[config.mk]
export PLATFORM = sky130hd
export DESIGN_NAME = fb_pixel_writer
export DESIGN_NICKNAME = d
export VERILOG_FILES = /design/src/rtl/fb_pixel_writer.sv
export SDC_FILE = /design/constraint.sdc
export NUM_CORES = 1
export LEC_CHECK = 0
export BUFFER_PORTS_ARGS = -buffer_cell sky130_fd_sc_hd__buf_2
export CORE_UTILIZATION = 56
export CTS_BUF_LIST = sky130_fd_sc_hd__clkbuf_8
export DETAILED_ROUTE_END_ITERATION = 10
export PLACE_DENSITY = 0.77
export SKIP_CTS_REPAIR_TIMING = 1
export SLEW_MARGIN = 40
export SYNTH_ARGS = -nofsm -noshare
export SYNTH_HDL_FRONTEND = slang
export SYNTH_SLANG_ARGS = --single-unit
[constraint.sdc]
create_clock -name clk -period 7.3 [get_ports clk]
set_input_delay 0.73 -clock clk [delete_from_list [all_inputs] [get_ports clk]]
set_output_delay 0.73 -clock clk [all_outputs]
set_load 0.01 [all_outputs]
[src/rtl/fb_pixel_writer.sv]
// Write-direction framebuffer engine: buffers an RGB565 pixel stream in a FIFO and
// writes it to SDRAM as fixed-length Avalon-MM bursts, with a small CSR slave.
module fb_pixel_writer #(
    parameter int unsigned BURST_LEN   = 32,
    parameter int unsigned FIFO_DEPTH  = 64,
    parameter int unsigned FRAME_WORDS = 307200,
    parameter int unsigned CNT_W       = 20
) (
    input  logic        clk,
    input  logic        rst,
    input  logic        in_valid,
    output logic        in_ready,
    input  logic [15:0] in_data,
    input  logic        in_sof,
    output logic [25:0] m_address,
    output logic        m_write_n,
    output logic [15:0] m_writedata,
    output logic [1:0]  m_byteenable_n,
    output logic        m_chipselect,
    input  logic        m_waitrequest,
    input  logic [1:0]  s_address,
    input  logic        s_write,
    input  logic [31:0] s_writedata,
    output logic [31:0] s_readdata
);

    localparam int unsigned AW     = $clog2(FIFO_DEPTH);
    localparam int unsigned LW     = $clog2(BURST_LEN) + 1;
    localparam int unsigned ADDR_W = 26;

    typedef enum logic [1:0] {
        IDLE,
        WRITE,
        DONE
    } state_t;

    state_t              state;
    logic [15:0]         mem [FIFO_DEPTH];
    logic [AW-1:0]       wr_ptr;
    logic [AW-1:0]       rd_ptr;
    logic [AW:0]         count;
    logic [ADDR_W-1:0]   pending_base;
    logic [ADDR_W-1:0]   active_base;
    logic [CNT_W-1:0]    word_in;
    logic [CNT_W-1:0]    word_out;
    logic [15:0]         frame_count;
    logic                drop;
    logic                in_frame;
    logic [LW-1:0]       burst_len;
    logic [LW-1:0]       beat;

    logic fifo_empty;
    logic fifo_full;
    logic hold;
    logic accept;
    logic push;
    logic pop;
    logic discard;
    logic flush;
    logic busy;
    logic csr0_wr;
    logic drop_clr;
    logic unused_wdata;

    assign fifo_empty = (count == '0);
    assign fifo_full  = (count == (AW+1)'(FIFO_DEPTH));
    assign busy       = (state != IDLE) | !fifo_empty;

    // A start-of-frame waits until the previous frame has completely left the FIFO.
    assign hold     = in_valid & in_sof & busy;
    assign in_ready = !rst & !fifo_full & !hold;
    assign accept   = in_valid & in_ready;
    assign push     = accept & (in_sof | in_frame);
    assign discard  = accept & !in_sof & !in_frame;
    assign pop      = (state == WRITE) & !m_write_n & !m_waitrequest;

    assign flush = (count >= (AW+1)'(BURST_LEN))
                 | (!fifo_empty & !in_frame)
                 | (!fifo_empty & in_valid & in_sof);

    assign m_writedata    = mem[rd_ptr];
    assign m_address      = active_base + ADDR_W'({word_out, 1'b0});
    assign m_byteenable_n = 2'b00;

    assign csr0_wr      = s_write & (s_address == 2'd0);
    assign drop_clr     = s_write & (s_address == 2'd2) & s_writedata[2];
    assign unused_wdata = ^{s_writedata[31:26], s_writedata[0]};

    // FIFO storage; no reset needed, occupancy is tracked by the pointers.
    always_ff @(posedge clk) begin
        if (push) begin
            mem[wr_ptr] <= in_data;
        end
    end

    always_ff @(posedge clk) begin
        if (rst) begin
            wr_ptr <= '0;
            rd_ptr <= '0;
            count  <= '0;
        end else begin
            if (push) begin
                wr_ptr <= wr_ptr + AW'(1);
            end
            if (pop) begin
                rd_ptr <= rd_ptr + AW'(1);
            end
            case ({push, pop})
                2'b10:   count <= count + (AW+1)'(1);
                2'b01:   count <= count - (AW+1)'(1);
                default: count <= count;
            endcase
        end
    end

    // Frame tracking on the input side.
    always_ff @(posedge clk) begin
        if (rst) begin
            active_base <= '0;
            word_in     <= '0;
            in_frame    <= 1'b0;
        end else if (accept & in_sof) begin
            active_base <= pending_base;
            word_in     <= CNT_W'(1);
            in_frame    <= (CNT_W'(FRAME_WORDS) != CNT_W'(1));
        end else if (push) begin
            word_in <= word_in + CNT_W'(1);
            if (word_in + CNT_W'(1) == CNT_W'(FRAME_WORDS)) begin
                in_frame <= 1'b0;
            end
        end
    end

    // CSR registers; a discard in the same cycle as a W1C clear keeps drop set.
    always_ff @(posedge clk) begin
        if (rst) begin
            pending_base <= '0;
            drop         <= 1'b0;
        end else begin
            if (csr0_wr) begin
                pending_base <= {s_writedata[25:1], 1'b0};
            end
            if (discard) begin
                drop <= 1'b1;
            end else if (drop_clr) begin
                drop <= 1'b0;
            end
        end
    end

    always_comb begin
        s_readdata = '0;
        case (s_address)
            2'd0:    s_readdata = 32'(pending_base);
            2'd1:    s_readdata = 32'(active_base);
            2'd2:    s_readdata = {frame_count, 13'd0, drop, in_frame, busy};
            default: s_readdata = '0;
        endcase
    end

    // Burst engine.
    always_ff @(posedge clk) begin
        if (rst) begin
            state        <= IDLE;
            m_write_n    <= 1'b1;
            m_chipselect <= 1'b0;
            burst_len    <= '0;
            beat         <= '0;
            word_out     <= '0;
            frame_count  <= '0;
        end else begin
            if (accept & in_sof) begin
                word_out <= '0;
            end
            case (state)
                IDLE: begin
                    if (flush) begin
                        state        <= WRITE;
                        burst_len    <= (count >= (AW+1)'(BURST_LEN)) ? LW'(BURST_LEN) : LW'(count);
                        beat         <= '0;
                        m_write_n    <= 1'b0;
                        m_chipselect <= 1'b1;
                    end
                end
                WRITE: begin
                    if (pop) begin
                        beat     <= beat + LW'(1);
                        word_out <= word_out + CNT_W'(1);
                        if (beat + LW'(1) == burst_len) begin
                            state        <= DONE;
                            m_write_n    <= 1'b1;
                            m_chipselect <= 1'b0;
                        end
                    end
                end
                DONE: begin
                    state <= IDLE;
                    if (word_out == CNT_W'(FRAME_WORDS)) begin
                        frame_count <= frame_count + 16'd1;
                    end
                end
                default: state <= IDLE;
            endcase
        end
    end

endmodule

==> run_results.csv <==
group,metric,value,unit
status,status,"finished, final reports clean",
synthesis,synth_cells,2592,
global_routing,grt_max_degree,89,
placed_design,pre_cts_ws,2.698,ns
synthesis,seq_area_frac_synth,71.37,%
hold_path,hold_path.class,"in2reg",
clock_tree,cts_buffers,182,
clock_tree,cts-root-buf,"clkbuf_8",
global_routing,grt_pass1_wl,158400,um
routing,wl,105300,um
setup_path,arrival,4.21,ns
setup_path,regToRegEndpoint,"count[6]",
power,power,0.01256,W
synthesis,yosysTopAreaCell,"edfxtp_1",
synthesis,syn_area_per_cell,18.24,um^2
global_routing,grt_usage,25.13,%
setup_path,cp.required,6.57,ns
finish,final_common_cell,"edfxtp_1",
setup_path,worstRegToRegCells,14,
synthesis,synthTopCellsByArea,"edfxtp_1 65%, mux4_2 15%, dfxtp_1 6.3%, nor2_1 1.5%, nand2_1 1.5%",
routing,first_pass_iters,5,
sta,finalMaxSlewViolations,0,
routing,antenna_left,0,
setup_path,cp_slowest_cell,"dfxtp_4",
routing,drcViolationCount,0,
finish,layout_common_cells,"1024 x edfxtp_1, 320 x mux4_2, 187 x nor2_1, 187 x clkbuf_8, 184 x nand2_1",
sta,rsz0062_at_grt,"false",
setup_path,endpoint,"m_writedata[12]",
sta,fmax,202.4,MHz
sta,setup_slack,2.360,ns
synthesis,netlist_area,47270,um^2
synthesis,yosysTopAreaCellShare,65.06,%
sta,period_share,67.67,%
floorplanning,die_x,292.5,um
setup_path,cpPeakStageDelay,0.67,ns
routing,vias_per_cell,6.209,
floorplanning,die_area,85570,um^2
finish,drive_above_1_share,26.18,%
power,cellPowerDensity,238.5,nW/um^2
routing,vias,25270,
sta,setup_viol,0,
synthesis,ys_warn_count,0,
clock_tree,cts_tree,"built",
synthesis,ys.flop_type,"edfxtp_1",
floorplanning,initial_core_util,56.57,%
finish,syn2layout_area_growth,11.41,%
global_routing,grt_pass1_vias,26130,
routing,initialDrtViolationCount,2456,
sta,slew_headroom,39.52,%
sta,fin_tns_setup,0,ns
floorplanning,fp-row-count,106,
synthesis,synth.distinct_cells,73,
synthesis,ys_ff_latch,1173,
floorplanning,design.core.area,83560,um^2
routing,routedWlPerCell,25.88,um
sta,fin_crit,4.940,ns
floorplanning,fp.dieH,292.5,um
clock_tree,cts_buffer_depth,3,
global_routing,antenna_found_initial,3,
global_routing,grt_overflow,0,
setup_path,rrSetupSlack,2.98,ns
power,peakVddDrop,0.0001562,V
setup_path,end_kind,"output pin",
finish,nets,2932,
power,leakagePower,17.04,nW
clock_tree,cts.sink_count,1173,
placed_design,hpwl,60160,um
setup_path,start_kind,"flop",
sta,worst_pin_slew,0.9072,ns
clock_tree,clk_pin_slew,0.06,ns
setup_path,r2r-start,"count[2]",
synthesis,async_flop_share,0,%
setup_path,crit_fanout,61,
floorplanning,io_pins,135,
placed_design,port_buffers,124,
run,maxCapViolations,0,
setup_path,crit_path_cell_trace,"buf_12 > buf_16 > mux4_2 > mux4_2 > a22oi_1 > nand2_1 > buf_2",
placed_design,gp_congestion,0.9123,
sta,clock_skew,0.07704,ns
synthesis,synth_edf_count,1024,
sta,hold_violations,0,
setup_path,crit_top_cell,"mux4_2",
clock_tree,insertion_delay,0.86,ns
setup_path,crit_type,"reg2out",
clock_tree,h-tree-depth,4,
-- state kept, by name (all words and copies together), names as in the netlist, named ones only --
| register | cells |
|---|---|
| mem | 1024 |
| active_base | 25 |
| pending_base | 25 |
| word_in | 20 |
| word_out | 20 |
| frame_count | 16 |
| count | 7 |
| beat | 6 |
| burst_len | 6 |
| rd_ptr | 6 |
| wr_ptr | 6 |
| state | 2 |
| drop | 1 |
| in_frame | 1 |
| m_chipselect | 1 |
| m_write_n | 1 |
-- cells in the mapped netlist, drive strengths merged, types with 6 or more instances --
library cell,count
a211oi,7
a21o,9
a21oi,99
a22oi,37
a31oi,7
and2,16
and3,15
buf,71
clkbuf,72
dfxtp,149
edfxtp,1024
ha,30
inv,13
mux2i,26
mux4,320
nand2,185
nand3,32
nand4,30
nor2,188
nor2b,10
nor3,16
nor4,14
o21a,8
o21ai,35
or2,6
or3,11
xnor2,39
xor2,52
-- cell families after synthesis --
kind of cell    Yosys count  share of synthesized area, %
flops                  1173                         71.37
buf+inv                 157                         1.535
other cells               1                      0.007934
xor+xnor                 92                         1.734
mux                     348                         15.85
simple gates            557                         5.607
compound gates          233                         3.065
fa+ha+maj                31                        0.8365
-- worst min-delay path by stage --
| stage | startpoint | slack (ns) | endpoint | cells after the start |
|---|---|---|---|---|
| 3_3_place_gp | pending_base[2] | 0.46 | pending_base[2] | 2 |
| 6_report | s_writedata[25] | 0.12 | pending_base[25] | 3 |
| 2_1_floorplan | burst_len[3] | 0.44 | burst_len[3] | 2 |
| 3_5_place_dp | burst_len[3] | 0.46 | burst_len[3] | 2 |
| 4_1_cts | s_writedata[25] | 0.05 | pending_base[25] | 3 |
| 5_1_grt | s_writedata[25] | 0.09 | pending_base[25] | 3 |
-- layout make-up --
class / instances / area [um^2]
fill: 5582 / 30890
inverter: 14 / 53.80
antenna: 3 / 7.507
timing repair buffer: 210 / 1383
clock buffer: 187 / 2574
clock inverter: 139 / 720.7
multi-input combinational: 1264 / 12820
sequential: 1173 / 33750
tap: 1080 / 1351
-- layer usage --
layer / up-vias / wire length (um) / track usage, %
met3: 198 / 8688 / 5.038
met4: 0 / 2866 / 9.015
met5: - / 0 / 0
met2: 1203 / 54800 / 43.35
met1: 12950 / 38960 / 31.73
li1: 10920 / - / -
-- power breakdown --
part / switching [W] / total, W / internal (W) / leakage (nW)
logic: 0.000193 / 0.000265 / 0.0000725 / 4.69
clock network: 0.00252 / 0.00498 / 0.00247 / 1.94
registers: 0.0000138 / 0.00731 / 0.00730 / 10.4
-- critical path, delay by kind of cell (launching register included) --
kind,cells,cell delay [ns]
flip-flops,1,0.67
buffers and inverters,3,1.07
AO/OA/AOI/OAI,1,0.31
multiplexers,2,1.04
AND/OR/NAND/NOR,1,0.21
-- per-stage QoR --
stage	cell area, um^2	utilization (%)	hold slack (ns)	instances
5_1_grt	52660	63.02	0.09191	4069
3_5_place_dp	49350	59.06	0.4627	3741
3_3_place_gp	49240	58.93	0.4561	3738
6_report	52660	63.02	0.1192	4070
2_1_floorplan	47270	-	0.4434	2594
4_1_cts	52640	63.00	0.04996	4067
(Power assumes the default switching activity.)
